## config.mk

```make
export PLATFORM = sky130hd
export DESIGN_NAME = fp_convert
export DESIGN_NICKNAME = d
export VERILOG_FILES = /design/src/rtl/fpcvt_pkg.sv /design/src/rtl/fpcvt_lead_one.sv /design/src/rtl/fp_convert.sv
export SDC_FILE = /design/constraint.sdc
export NUM_CORES = 1
export LEC_CHECK = 0
export BUFFER_PORTS_ARGS = -buffer_cell sky130_fd_sc_hd__buf_4
export CAP_MARGIN = 0
export CORE_MARGIN = 10
export CORE_UTILIZATION = 40
export DETAILED_ROUTE_END_ITERATION = 10
export GPL_ROUTABILITY_DRIVEN = 1
export PLACE_DENSITY = 0.7
export SLEW_MARGIN = 20
export SYNTH_ARGS = -nofsm -noshare
export SYNTH_HDL_FRONTEND = slang
export SYNTH_SLANG_ARGS = --single-unit
export TNS_END_PERCENT = 100
```

## constraint.sdc

```tcl
create_clock -name clk -period 2.3 [get_ports clk]
set_input_delay 0.115 -clock clk [delete_from_list [all_inputs] [get_ports clk]]
set_output_delay 0.115 -clock clk [all_outputs]
set_load 0.05 [all_outputs]
```

## src/rtl/fpcvt_pkg.sv

```systemverilog
// Shared widths, limits and types for the fpcvt datapath.
package fpcvt_pkg;

  localparam int MAG_W = 11;
  localparam int EXP_W = 3;
  localparam int SIG_W = 4;

  localparam logic [EXP_W-1:0] EXP_MAX = 3'd7;
  localparam logic [SIG_W-1:0] SIG_MAX = 4'd15;

  typedef logic [MAG_W-1:0] mag_t;
  typedef logic [EXP_W-1:0] exp_t;
  typedef logic [SIG_W-1:0] sig_t;

endpackage

```

## src/rtl/fpcvt_lead_one.sv

```systemverilog
// Priority encoder on the upper magnitude bits [10:4].
// Returns the raw exponent: (leading-one index - 3), or 0 when no upper bit is set.
module fpcvt_lead_one
  import fpcvt_pkg::*;
(
  input  logic [6:0] upper,
  output exp_t       exponent
);

  // Scan upward so the highest set bit wins; bit 0 of upper is magnitude bit 4.
  always_comb begin
    exponent = '0;
    for (int i = 0; i < 7; i++) begin
      if (upper[i]) exponent = exp_t'(i + 1);
    end
  end

endmodule

```

## src/rtl/fp_convert.sv

```systemverilog
// Linear 11-bit magnitude to 3-bit exponent / 4-bit significand, one register stage.
// Optional feature macro: FP_CONVERT_ROUND_EN enables round-half-up with
// carry into the exponent and saturation at the top; otherwise truncation.
module fp_convert
  import fpcvt_pkg::*;
(
  input  logic clk,
  input  logic rst_n,
  input  logic in_valid,
  input  mag_t magnitude,
  output exp_t exponent,
  output sig_t significand,
  output logic out_valid
);

  exp_t raw_exp;
  sig_t raw_sig;
  exp_t next_exp;
  sig_t next_sig;

  fpcvt_lead_one u_lead_one (
    .upper    (magnitude[10:4]),
    .exponent (raw_exp)
  );

  // Significand window: the four bits starting at the raw exponent.
  always_comb begin
    raw_sig = sig_t'(magnitude >> raw_exp);
  end

`ifdef FP_CONVERT_ROUND_EN
  logic       round_bit;
  logic [4:0] rounded;

  // Round half-up using the bit just below the window; a carry out renormalises
  // to 1000 at the next exponent, or saturates when already at the top exponent.
  always_comb begin
    round_bit = 1'({magnitude, 1'b0} >> raw_exp);
    rounded   = {1'b0, raw_sig} + {4'b0000, round_bit};
    next_exp  = raw_exp;
    next_sig  = rounded[3:0];
    if (rounded[4]) begin
      if (raw_exp == EXP_MAX) begin
        next_exp = EXP_MAX;
        next_sig = SIG_MAX;
      end else begin
        next_exp = raw_exp + 3'd1;
        next_sig = 4'b1000;
      end
    end
  end
`else
  // Truncation: the window is passed through unchanged.
  always_comb begin
    next_exp = raw_exp;
    next_sig = raw_sig;
  end
`endif

  // Output registers: capture on valid, hold otherwise; reset wins over valid.
  always_ff @(posedge clk) begin
    if (!rst_n) begin
      exponent    <= '0;
      significand <= '0;
      out_valid   <= 1'b0;
    end else begin
      out_valid <= in_valid;
      if (in_valid) begin
        exponent    <= next_exp;
        significand <= next_sig;
      end
    end
  end

endmodule

```

==> results.yml <==
synth:
  synth-seq-area-share_pct: 26.5
  synth_area_leader_cell: "dfxtp_1"
  synth_top_cell_area_share_pct: 26.5
  synth_top_flop_cell: "dfxtp_1"
  syn_area_um2: 604
  synthesis.nets: 91
  synthTopCellsByArea: "dfxtp_1 (27%), mux2i_1 (6.6%), o211a_1 (6.6%)"
  yosysWarnings: 0
  synth_edf_count: 0
  synth_cell_types: 34
  synthCells: 77
  synth-seq-cells: 8
  postSynth.asyncResetShare_pct: 0
  syn_avg_cell_area_um2: 7.85
power_and_ir_drop:
  clockPowerShare_pct: 26.1
  p_int_w: 0.000264
  combPwrFrac_pct: 35.5
  p_seq_share_pct: 38.3
  p_per_area_nw_per_um2: 516
  ir_drop_mv: 0.302
  switching_power_w: 0.000140
  p_leak_nw: 0.356
  total_power_w: 0.000404
  switching_share_pct: 34.6
cells_and_area:
  layout.cells.most_common: "buf_4"
  drive_gt1_share_pct: 28.9
  final_util_pct: 57.2
  layout.nets: 113
  diodes: 0
  multi_input_area_um2: 397
  mostFrequentLayoutCells: "buf_4 (22), nor2_1 (9), dfxtp_1 (8)"
  area_delta_synth_final_pct: 29.4
  ff_latch_area_um2: 160
  n_fill_cell: 140
timing:
  worstMarginPinSlew_ns: 0.527
  maxSlewViolCount: 0
  fmax_ghz: 0.727
  period_share_pct: 59.8
  min_period_ns: 1.37
  final-setup-viol-count: 0
  skew_ns: 0
  hold_violations: 0
  timing.slew.headroom_pct: 64.6
  rsz0062_at_grt: "false"
  setup_tns_ns: 0
worst_setup_path:
  cp-startpoint: "magnitude[10]"
  crit_required_ns: 2.42
  cp.arrival_ns: 1.50
  critical_path_class: "primary input to register"
  worstPathMaxFanout: 12
  crit_slowest_cell: "a2111oi_1"
  r2r_end: "significand[1]"
  rr_startpoint: "significand[1]"
  worstSetupEndpointType: "register"
  crit_path_end: "significand[1]"
  reg2reg_slack_ns: 1.39
  path_cells: "buf_4, nand2b_2, o211a_1, or3_4, a2111oi_1, a211oi_1"
  worstSetupStartpointType: "primary input"
  cpPeakStageDelay_ns: 0.40
  reg2reg_depth: 4
routing:
  wl_per_cell_um: 15.0
  vias: 677
  post-route-drc-count: 0
  postRouteAntennaNets: 0
  dr.pass1.iters: 4
  routed-wl-met3_um: 187
  routed.top_layer: "met4"
  viasPerCell: 6.04
  drt_iter0_drc: 30
  met1_length_um: 753
  wl_met2_um: 721
  wirelength_mm: 1.68
clock_network:
  post_cts_buffers: 0
  cts_tree: "built"
  cts_buffers: 3
  clk_latency_ns: 0.25
  cts_hold_buf: 0
  clkSlewWorstSetupHoldPaths_ns: 0.05
  root_buffer: "clkbuf_4"
  cts_resized: 0
  clock-sinks: 8
  cts-htree-levels: 1
  clockBufferDepth: 2
place:
  hpwl_mm: 1.32
  numPortBuffers: 21
  gp_congestion: 0.917
global_route:
  grt_use_total_pct: 10.0
  grt_pass1_vias: 600
  antenna_found_initial: 0
  grt-ovfl-total: 0
  grt_max_degree: 16
  grt_pass1_wl_mm: 2.78
hold_path:
  worstHoldStart: "rst_n"
  hold_path_class: "primary input to register"
floorplan:
  fp.dieH_um: 58.9
  die_area_um2: 3470
  core_area_um2: 1370
  initial_utilization_pct: 44.2
  rows: 13
  pin_count: 22
  die_w_um: 58.9
job:
  drv_cap: 0
run_status:
  outcome: "complete, no violations"
## cell families (layout without fill, tap and decap cells)
family                 after synthesis  after routing  share of synthesized area [%]
buffers and inverters               10             30                           7.87
AND/OR/NAND/NOR                     26             26                           22.4
flip-flops                           8              8                           26.5
multiplexers                         4              4                           6.63
AO/OA/AOI/OAI                       29             29                           36.6
## synth_stat cells, types with 2 or more instances
cell / n
a21oi_1: 3
buf_2: 2
clkbuf_1: 2
dfxtp_1: 8
inv_1: 5
mux2i_1: 4
nand2_1: 5
nor2_1: 9
nor2b_1: 3
o2111ai_1: 2
o211a_1: 4
o21a_1: 2
o21ai_0: 6
o221ai_1: 2
## routing by layer
metal  vias up  track usage (%)
met4         0             4.26
met2        35             14.6
met5         -                0
li1        335                -
met3         4             5.79
met1       303             11.7
## flip-flops by register name, indices dropped and copies added (netlist names)
signal,count
significand,4
out_valid,1
exponent,3
## worst min path at each step
| stage | to | slack (ns) | depth (start not counted) |
|---|---|---|---|
| floorplan | out_valid | 0.28 | 1 |
| global placement | significand[2] | 0.40 | 2 |
| detailed placement | significand[2] | 0.40 | 2 |
| CTS | significand[2] | 0.14 | 2 |
| global route | significand[2] | 0.14 | 2 |
| finish | significand[2] | 0.15 | 2 |
## critical path, delay by kind of cell
| family | cells | cell delay (ns) |
|---|---|---|
| and+or+nand+nor | 2 | 0.56 |
| buffers and inverters | 1 | 0.15 |
| AOI/OAI and AO/OA | 3 | 0.68 |
## through the flow
stage | setup WS (ns) | cell area (um^2) | hold WS, ns | std cells
3_3_place_gp | 0.698 | 759 | 0.403 | 109
4_1_cts | 0.927 | 782 | 0.137 | 112
2_1_floorplan | 0.876 | 604 | 0.279 | 77
3_5_place_dp | 0.655 | 759 | 0.404 | 109
5_1_grt | 0.863 | 782 | 0.138 | 112
6_report | 0.925 | 782 | 0.145 | 112
## cell type report
cell class	count	share of cell area (%)
tap	15	2.40
multi-input combinational	59	50.7
sequential	8	20.5
timing repair buffer	22	21.1
inverter	5	2.40
clock buffer	3	2.88
## power by group through the flow
stage	combinational (W)	sequential (W)	clock (W)
global route	0.000155	0.000156	0.000122
global placement	0.000144	0.000157	0
CTS	0.000143	0.000155	0.000111
detailed placement	0.000143	0.000157	0
floorplan	0.0000586	0.000193	0
finish	0.000144	0.000155	0.000105
(Power assumes the default switching activity.)
